<file path="config.mk">
export PLATFORM = sky130hd
export DESIGN_NAME = uart_rx_multi
export DESIGN_NICKNAME = d
export VERILOG_FILES = /design/src/rtl/uart_pkg.sv /design/src/rtl/uart_rx_fifo.sv /design/src/rtl/uart_rx_multi.sv
export SDC_FILE = /design/constraint.sdc
export NUM_CORES = 1
export LEC_CHECK = 0
export ABC_AREA = 1
export ABC_CLOCK_PERIOD_IN_PS = 2400
export CAP_MARGIN = 20
export CORE_MARGIN = 2
export CORE_UTILIZATION = 60
export DETAILED_ROUTE_END_ITERATION = 8
export PLACE_DENSITY = 0.82
export SYNTH_ARGS = -nofsm -noshare
export SYNTH_HDL_FRONTEND = slang
export SYNTH_SLANG_ARGS = --single-unit
</file>
<file path="constraint.sdc">
create_clock -name clk -period 2.4 [get_ports clk]
set_input_delay 0.6 -clock clk [delete_from_list [all_inputs] [get_ports clk]]
set_output_delay 0.6 -clock clk [all_outputs]
set_load 0.005 [all_outputs]
</file>
<file path="src/rtl/uart_pkg.sv">
// Shared UART definitions: parity mode, receiver state encoding, and the
// elaboration-time NCO increment calculation also used by the transmitter.
package uart_pkg;

  typedef enum logic [1:0] {
    PAR_NONE,
    PAR_EVEN,
    PAR_ODD
  } parity_e;

  typedef enum logic [2:0] {
    RX_IDLE,
    RX_START,
    RX_DATA,
    RX_PARITY,
    RX_STOP,
    RX_WAIT_HIGH
  } uart_rx_state_e;

  // round(2^width * oversample * baud / clk_freq); the real-to-integer cast rounds to nearest
  function automatic longint nco_incr(real clk_freq, real baud, int oversample, int width);
    real r;
    r = (2.0 ** width) * real'(oversample) * baud / clk_freq;
    return longint'(r);
  endfunction

  function automatic logic maj3(logic [2:0] s);
    return (s[0] & s[1]) | (s[0] & s[2]) | (s[1] & s[2]);
  endfunction

endpackage

</file>
<file path="src/rtl/uart_rx_fifo.sv">
// First-word-fall-through receive FIFO; extra pointer MSB distinguishes full from empty.
module uart_rx_fifo #(
  parameter int WIDTH = 8,
  parameter int DEPTH = 4
) (
  input  logic             clk,
  input  logic             rst,
  input  logic             push_i,
  input  logic [WIDTH-1:0] wdata_i,
  output logic             full_o,
  input  logic             pop_i,
  output logic             empty_o,
  output logic [WIDTH-1:0] head_o
);

  localparam int AW = $clog2(DEPTH);

  logic [WIDTH-1:0] mem_q [DEPTH];
  logic [AW:0]      wr_q;
  logic [AW:0]      rd_q;
  logic             do_push;
  logic             do_pop;

  assign empty_o = (wr_q == rd_q);
  assign full_o  = (wr_q[AW] != rd_q[AW]) && (wr_q[AW-1:0] == rd_q[AW-1:0]);
  assign do_pop  = pop_i && !empty_o;
  // A simultaneous pop frees the slot the push needs
  assign do_push = push_i && (!full_o || do_pop);
  assign head_o  = mem_q[rd_q[AW-1:0]];

  always_ff @(posedge clk or posedge rst) begin
    if (rst) begin
      wr_q <= '0;
      rd_q <= '0;
    end else begin
      if (do_push) wr_q <= wr_q + 1'b1;
      if (do_pop)  rd_q <= rd_q + 1'b1;
    end
  end

  always_ff @(posedge clk) begin
    if (do_push) mem_q[wr_q[AW-1:0]] <= wdata_i;
  end

endmodule

</file>
<file path="src/rtl/uart_rx_multi.sv">
// Oversampling UART receiver with majority-vote sampling and a FWFT word FIFO.
// Optional feature: define UART_RX_BREAK_DET_EN to add the break_det output.
module uart_rx_multi
  import uart_pkg::*;
#(
  parameter real     CLK_FREQ   = 100.0e6,
  parameter int      BAUD_RATE  = 115200,
  parameter int      NCO_WIDTH  = 16,
  parameter int      OVERSAMPLE = 16,
  parameter int      DATA_BITS  = 8,
  parameter parity_e PARITY     = PAR_NONE,
  parameter int      STOP_BITS  = 1,
  parameter int      FIFO_DEPTH = 4
) (
  input  logic                 clk,
  input  logic                 rst,
  input  logic                 uart_rx,
  output logic [DATA_BITS-1:0] rdata,
  output logic                 rvalid,
  input  logic                 rready,
  output logic                 frame_err,
  output logic                 parity_err,
  output logic                 overrun_err,
`ifdef UART_RX_BREAK_DET_EN
  output logic                 break_det,
`endif
  output logic                 busy
);

  localparam longint NCO_INCR = nco_incr(CLK_FREQ, real'(BAUD_RATE), OVERSAMPLE, NCO_WIDTH);
  localparam logic [NCO_WIDTH-1:0] INCR_V = NCO_WIDTH'(NCO_INCR);
  localparam int CNT_W = $clog2(OVERSAMPLE);
  localparam logic [CNT_W-1:0] LAST_TICK = CNT_W'(OVERSAMPLE - 1);
  localparam logic [CNT_W-1:0] HALF_M1   = CNT_W'(OVERSAMPLE / 2 - 1);
  localparam logic [CNT_W-1:0] CNT_ONE   = CNT_W'(1);
  localparam logic [3:0] LAST_DATA = 4'(DATA_BITS - 1);
  localparam logic [3:0] LAST_STOP = 4'(STOP_BITS - 1);

  localparam logic [2:0] S_IDLE      = RX_IDLE;
  localparam logic [2:0] S_START     = RX_START;
  localparam logic [2:0] S_DATA      = RX_DATA;
  localparam logic [2:0] S_PARITY    = RX_PARITY;
  localparam logic [2:0] S_STOP      = RX_STOP;
  localparam logic [2:0] S_WAIT_HIGH = RX_WAIT_HIGH;

  if (NCO_INCR < 1 || NCO_INCR >= (longint'(1) << NCO_WIDTH)) begin : g_bad_incr
    $error("uart_rx_multi: NCO increment out of range for this clock/baud");
  end
  if (OVERSAMPLE != 8 && OVERSAMPLE != 16) begin : g_bad_os
    $error("uart_rx_multi: OVERSAMPLE must be 8 or 16");
  end

  (* ASYNC_REG = "TRUE" *) logic sync1_q;
  (* ASYNC_REG = "TRUE" *) logic sync2_q;
  logic                 rx_s;
  logic [NCO_WIDTH-1:0] nco_q;
  logic [NCO_WIDTH:0]   nco_sum;
  logic                 tick;
  logic [2:0]           hist_q;
  logic                 vote;

  logic [2:0]           state_q, state_d;
  logic [CNT_W-1:0]     cnt_q, cnt_d;
  logic [3:0]           bit_q, bit_d;
  logic [DATA_BITS-1:0] word_q;
  logic                 par_q;
  logic                 stop1_q;
  logic                 at_sample;
  logic                 first_stop, brk_cond, fe_cond, pe_cond;

  logic frame_q, frame_d, parity_q, parity_d, overrun_q, overrun_d;
`ifdef UART_RX_BREAK_DET_EN
  logic break_q, break_d;
`endif

  logic                 push, pop, fifo_full, fifo_empty;
  logic [DATA_BITS-1:0] fifo_head;

  assign rx_s    = sync2_q;
  assign nco_sum = {1'b0, nco_q} + {1'b0, INCR_V};
  assign tick    = nco_sum[NCO_WIDTH];
  assign vote    = maj3(hist_q);

  always_ff @(posedge clk or posedge rst) begin
    if (rst) begin
      sync1_q <= 1'b1;
      sync2_q <= 1'b1;
      nco_q   <= '0;
      hist_q  <= 3'b111;
    end else begin
      sync1_q <= uart_rx;
      sync2_q <= sync1_q;
      nco_q   <= nco_sum[NCO_WIDTH-1:0];
      if (tick) hist_q <= {hist_q[1:0], rx_s};
    end
  end

  assign at_sample  = (cnt_q == LAST_TICK);
  assign first_stop = (bit_q == 4'd0) ? vote : stop1_q;
  assign fe_cond    = !vote || !first_stop;
  // Break: every bit from data through the first stop sample read as 0
  assign brk_cond   = (word_q == '0) && ((PARITY == PAR_NONE) || !par_q) && !first_stop;
  assign pe_cond    = (PARITY != PAR_NONE) && ((^word_q ^ par_q) != (PARITY == PAR_ODD));

  always_comb begin
    state_d   = state_q;
    cnt_d     = cnt_q;
    bit_d     = bit_q;
    frame_d   = 1'b0;
    parity_d  = 1'b0;
    overrun_d = 1'b0;
`ifdef UART_RX_BREAK_DET_EN
    break_d   = 1'b0;
`endif
    push      = 1'b0;
    if (tick) begin
      case (state_q)
        S_IDLE: begin
          if (hist_q[0] && !rx_s) begin
            state_d = S_START;
            cnt_d   = CNT_ONE;
          end
        end
        S_START: begin
          if (rx_s) begin
            state_d = S_IDLE;
          end else if (cnt_q == HALF_M1) begin
            state_d = S_DATA;
            cnt_d   = '0;
            bit_d   = 4'd0;
          end else begin
            cnt_d = cnt_q + 1'b1;
          end
        end
        S_DATA: begin
          cnt_d = cnt_q + 1'b1;
          if (at_sample) begin
            bit_d = bit_q + 1'b1;
            if (bit_q == LAST_DATA) begin
              bit_d   = 4'd0;
              state_d = (PARITY == PAR_NONE) ? S_STOP : S_PARITY;
            end
          end
        end
        S_PARITY: begin
          cnt_d = cnt_q + 1'b1;
          if (at_sample) state_d = S_STOP;
        end
        S_STOP: begin
          cnt_d = cnt_q + 1'b1;
          if (at_sample) begin
            if (bit_q != LAST_STOP) begin
              bit_d = bit_q + 1'b1;
            end else begin
              state_d = (vote && !brk_cond) ? S_IDLE : S_WAIT_HIGH;
`ifdef UART_RX_BREAK_DET_EN
              if (brk_cond) break_d = 1'b1;
              else
`endif
              if (fe_cond) frame_d = 1'b1;
              else if (pe_cond) parity_d = 1'b1;
              else if (fifo_full && !pop) overrun_d = 1'b1;
              else push = 1'b1;
            end
          end
        end
        S_WAIT_HIGH: begin
          if (rx_s) state_d = S_IDLE;
        end
        default: state_d = S_IDLE;
      endcase
    end
  end

  always_ff @(posedge clk or posedge rst) begin
    if (rst) begin
      state_q   <= S_IDLE;
      cnt_q     <= '0;
      bit_q     <= 4'd0;
      frame_q   <= 1'b0;
      parity_q  <= 1'b0;
      overrun_q <= 1'b0;
`ifdef UART_RX_BREAK_DET_EN
      break_q   <= 1'b0;
`endif
    end else begin
      state_q   <= state_d;
      cnt_q     <= cnt_d;
      bit_q     <= bit_d;
      frame_q   <= frame_d;
      parity_q  <= parity_d;
      overrun_q <= overrun_d;
`ifdef UART_RX_BREAK_DET_EN
      break_q   <= break_d;
`endif
    end
  end

  always_ff @(posedge clk) begin
    if (tick && at_sample) begin
      if (state_q == S_DATA)   word_q <= {vote, word_q[DATA_BITS-1:1]};
      if (state_q == S_PARITY) par_q  <= vote;
      if (state_q == S_STOP && bit_q == 4'd0) stop1_q <= vote;
    end
  end

  assign pop = rvalid && rready;

  uart_rx_fifo #(
    .WIDTH (DATA_BITS),
    .DEPTH (FIFO_DEPTH)
  ) u_fifo (
    .clk     (clk),
    .rst     (rst),
    .push_i  (push),
    .wdata_i (word_q),
    .full_o  (fifo_full),
    .pop_i   (pop),
    .empty_o (fifo_empty),
    .head_o  (fifo_head)
  );

  assign rvalid      = !fifo_empty;
  assign rdata       = rvalid ? fifo_head : '0;
  assign frame_err   = frame_q;
  assign parity_err  = parity_q;
  assign overrun_err = overrun_q;
`ifdef UART_RX_BREAK_DET_EN
  assign break_det   = break_q;
`endif
  assign busy        = (state_q != S_IDLE);

endmodule

</file>
Word level (Yosys, flattened, before mapping)
Memories as Yosys holds them, arrays and structs flattened.
Index checks and enable logic that the tools add are counted.

operators by class
  $add $sub $neg = 5
  $mul = 0
  divide/modulo/power cells = 0
  order comparisons = 0
  eq/ne operators = 22
  shift-type cells = 0
  muxes and demuxes = 43
  bitwise logic cells = 5
  reductions and logical operators = 32

operators by type and width
  operator                  count
  $mux W4                   9
  $mux W3                   10
  $pmux W4 S3               2
  $mux W1                   20
  $ne A2 B2 Y1 const B      10
  $pmux W3 S6               1
  $add A16 B11 Y17 const B  1
  $logic_and A1 B1 Y1       10
  $reduce_and A9 Y1         1
  $reduce_bool A3 Y1        3
  $add A4 B1 Y4 const B     2
  $eq A4 B3 Y1 const B      2
  $logic_not A8 Y1          1
  $mux W8                   1
  $logic_not A1 Y1          7
  $reduce_and A7 Y1         1
  $add A3 B1 Y3 const B     2
  $eq A3 B2 Y1 const B      2
  $eq A3 B3 Y1 const B      2
  $eq A4 B4 Y1 const B      1
  $logic_not A4 Y1          1
  $reduce_and A2 Y1         2
  $reduce_and A4 Y1         1
  $reduce_bool A4 Y1        1
  10 further kinds          14

word-level totals
  flip-flop bits (word level) = 49
  latch bits = 0
  RAM bits = 32
  ROM bits = 0
  input port bits = 4
  word-level logic and storage cells = 121
  memories = 1

memories
  name          words  width  read ports  clocked after memory_dff  write ports  line                text
  u_fifo.mem_q  4      8      1           0                         1            uart_rx_fifo.sv:18  logic [WIDTH-1:0] mem_q [DEPTH];

Depth between registers and ports, before layout
  depth in word-level cells = 14
  depth in mapped cells = 10
  depth with buffers taken out = 10

Cells and area by module
A second synthesis with hierarchy kept.

second synthesis, totals
  cell total of the unflattened synthesis = 405
  area, all modules = 3804.9 um2

by module, submodules not included
  module         times used  cells an instance  area each (um2)  seq. area each (um2)
  uart_rx_multi  1           267                2145.8           1052.3
  uart_rx_fifo   1           138                1659.1           1111.1

Worst setup path after synthesis
Ideal clock, no wire load.

  path kind = reg2reg
  from = reg cnt_q[0]
  to = mem u_fifo.mem_q[0][0] (enable)
  library setup time = 0.371 ns
  data arrival time = 1.553 ns
  data required time = 2.029 ns
  slack = 0.476 ns
  cell stages (with the launch flop) = 10
  buffers on the path = 0
  period minus slack after synthesis = 1.924 ns
  cells stage by stage = dfrtp_1 > ha_1 > nand2_1 > nor2_2 > inv_1 > nor2_4 > nand2_2 > nor2_2 > nand2_1 > nor2_1

on the way
  longest elaborated chain between the ends = 7

RTL lines
  what                           line                  text
  start: declaration             uart_rx_multi.sv:63   logic [CNT_W-1:0] cnt_q, cnt_d;
  start signal: assignment       uart_rx_multi.sv:188  cnt_q <= cnt_d;
  $eq A4 B4 Y1                   uart_rx_multi.sv:98   assign at_sample = (cnt_q == LAST_TICK);
  $mux W1                        uart_rx_multi.sv:151  if (at_sample) begin
  $mux W1                        uart_rx_multi.sv:117  case (state_q)
  $mux W1                        uart_rx_multi.sv:116  if (tick) begin
  $logic_and A1 B1 Y1            uart_rx_fifo.sv:28    assign do_push = push_i && (!full_o || do_pop);
  $mux W1                        uart_rx_fifo.sv:42    if (do_push) mem_q[wr_q[AW-1:0]] <= wdata_i;
  $mux W1 (not written as such)  uart_rx_fifo.sv:42
  end: declaration               uart_rx_fifo.sv:18

No other way between the ends.

Worst setup path in the final report
  from = reg u_fifo.rd_q[1]
  to = out rvalid

on the way
  longest elaborated chain between the ends = 2

RTL lines
  what                      line                  text
  start: declaration        uart_rx_fifo.sv:20    logic [AW:0] rd_q;
  start signal: assignment  uart_rx_fifo.sv:37    if (do_pop) rd_q <= rd_q + 1'b1;
  $eq A3 B3 Y1              uart_rx_fifo.sv:24    assign empty_o = (wr_q == rd_q);
  $logic_not A1 Y1          uart_rx_multi.sv:223  assign rvalid = !fifo_empty;
  end: declaration          uart_rx_multi.sv:19   output logic rvalid,

No other way between the ends.

==> qor.txt <==
Outcome = complete, no violations
Minimum clock period = 2.395 ns
Sink Count = 78
Final nets = 463
Post-synthesis cell area = 3810 um2
Critical Path Start Type = flip-flop
Final worst-path cycle share = 99.79%
Post-Place Worst Slack = -0.08930 ns
Worst Hold Class = reg2reg
Post-DR vias/cell = 5.336
Vias = 2839
Grt total ovfl = 0
Reg2Reg Depth = 9
Layout cells sized above 1 = 19.78%
Core area = 6241 um2
# fillers = 422
Number of buffers created by CTS = 9
Flop2flop setup slack = 0.17 ns
Pin count of the biggest net entering global routing = 38
FFs w/ async S/R, synth = 47.44%
CTS HTree Levels = 3
Max-slew headroom = 52.11%
CTS tree = built
CP Capture Point = rvalid
Cell taking the most area after synthesis = edfxtp_1
Die Wd = 83.69 um
Worst setup margin = 0.005156 ns
DP Wirelength = 4.956 mm
Worst-Skew Late Latency = 0.36 ns
P_leak = 1.848 nW
All-layer global routing usage = 23.43%
Synth warn = 0
Post-Layout Cell Count = 532
Area share of the largest cell type after synthesis = 32.32%
Mapped Cells = 407
Synth cell types = 34
Worst-path fanout max = 3
Number of synthesized flops with an enable pin = 41
Final hold violations = 0
Post-DRT Antenna Nets = 0
Placer Congestion = 0.8863
Clk root buf = clkbuf_8
WL/cell = 14.74 um
Top-count cell post-synth = nand2_1
Fmax = 417.6 MHz
Syn-to-layout area delta = 18.19%
Starting density of the core = 61.05%
Io pins = 17
Port bufs = 15
Final core utilization = 72.15%
Sequential cell area = 2165 um2
Row count = 29
First-pass GRT wire length = 12.84 mm
Worst clock skew = 0.01071 ns
Power density cells = 769.5 nW/um2
RSZ-0062 raised after global routing = true
Multi-input logic area = 1484 um2
CP Capture Type = output port
Initial antenna violation count = 0
MaxCap Viol Count = 0
Synthesized flop and latch total = 78
Post-synth top flop = edfxtp_1
Drt drc = 0
Critical Path AT = 1.79 ns
Largest cells by area after synthesis = edfxtp_1 (32%), dfrtp_1 (21%), nand2_1 (9.5%)
Post-Synthesis Net Count = 420
Worst Path Class, Setup = reg2out
Final setup vio count = 0
Worst Path Required = 1.80 ns
Full die area = 7003 um2
Ant diodes = 0
Clock Path Buffers = 2
Slew Viols, Final = 0
First DRT Iteration DRCs = 200
RR Endpoint = u_fifo.mem_q[1][1]
Peak supply drop = 0.8058 mV
Total Wirelength = 7.841 mm
Number of global-route vias before repair = 2774
Clock transition at path regs = 0.09 ns
Synth cell count leaders = nand2_1 (96), nor2_1 (51), inv_1 (47)
# placed instances = 501
WHS = 0.3621 ns
Least-Margin Pin Slew = 0.7156 ns
Die H = 83.69 um
Worst Setup SP = u_fifo.rd_q[1]
Worst r2r src = cnt_q[0]
Sequential fraction of the synthesis area = 56.78%
Synthesized area per cell = 9.361 um2
1st-pass router iterations = 5
==> stage by stage <==
stage / TNS, ns / power, W / area, um2
after CTS: 0 / 0.003369 / 4453
after global placement: 0 / 0.002210 / 4096
final: 0 / 0.003465 / 4503
after detailed placement: -0.9969 / 0.002244 / 4096
after floorplan: 0 / 0.001878 / 3810
after global routing: -0.3167 / 0.003641 / 4503
==> how the worst min path moves through the flow <==
| stage | end | depth (start not counted) | start |
|---|---|---|---|
| floorplan | sync2_q | 0 | sync1_q |
| global placement | sync2_q | 0 | sync1_q |
| detailed placement | sync2_q | 0 | sync1_q |
| CTS | sync2_q | 0 | sync1_q |
| global route | sync2_q | 0 | sync1_q |
| finish | sync2_q | 0 | sync1_q |
==> where the power goes <==
| part | leakage, nW | switching [W] | internal, W |
|---|---|---|---|
| Combinational | 1.08 | 0.000511 | 0.000561 |
| Sequential | 0.678 | 0.0000387 | 0.00143 |
| Clock | 0.0903 | 0.000527 | 0.000398 |
==> layout by cell type, fill, tap and decap left out, drive strengths merged, types with 8 or more instances in the layout <==
cell	Yosys	final
nand2	104	104
nor2	60	60
inv	50	54
edfxtp	41	41
nand3	36	36
dfrtp	32	32
buf	9	27
o21ai	17	17
xor2	12	12
clkbuf	1	11
ha	9	9
o32ai	8	8
==> registers in the layout (all words and copies together) (netlist names) <==
register / flops
bit_q: 4
u_fifo.rd_q: 3
nco_q: 13
overrun_err: 1
word_q: 8
hist_q: 3
stop1_q: 1
state_q: 3
sync2_q: 1
sync1_q: 1
u_fifo.wr_q: 3
cnt_q: 4
u_fifo.mem_q: 32
frame_err: 1
==> layer usage <==
metal / vias to the layer above / share of wire (%) / track usage, % / wire [um]
met5: - / 0 / 0 / 0
met4: 0 / 2.3 / 9.531 / 183
met3: 16 / 4.0 / 4.550 / 314
met2: 76 / 51 / 39.78 / 4012
met1: 1348 / 42 / 29.61 / 3330
li1: 1399 / - / - / -
==> timing repair <==
item,4_1_cts,5_1_grt
hold buffers,0,0
resized for setup,29,19
setup endpoints to repair,9,16
setup buffers,13,1
gates cloned,1,0
pin swaps,7,3
==> worst max-delay path, stage by stage, from the launching register on <==
cell and delay (ns):
dfrtp_1 0.48, xnor2_2 0.27, nand3_2 0.15, buf_6 0.16, buf_4 0.12, dlygate4sd2_1 0.25
==> kinds of logic after synthesis <==
kind of cell | after synthesis | synth area share, %
and+or+nand+nor | 208 | 24.14
AOI/OAI and AO/OA | 32 | 5.222
adders and majority gates | 9 | 2.956
other | 1 | 0.09843
xor gates and xnor gates | 18 | 4.138
buffers and inverters | 61 | 6.666
DFF | 78 | 56.78
==> area by class of cell <==
class	count	share of cell area, %
clock buffers	9	2.751
well taps	77	2.139
clock inverters	7	1.417
inverters	51	4.279
repair buffers	42	8.391
multi-input cells	268	32.95
flip-flops and latches	78	48.07
(Power assumes the default switching activity.)
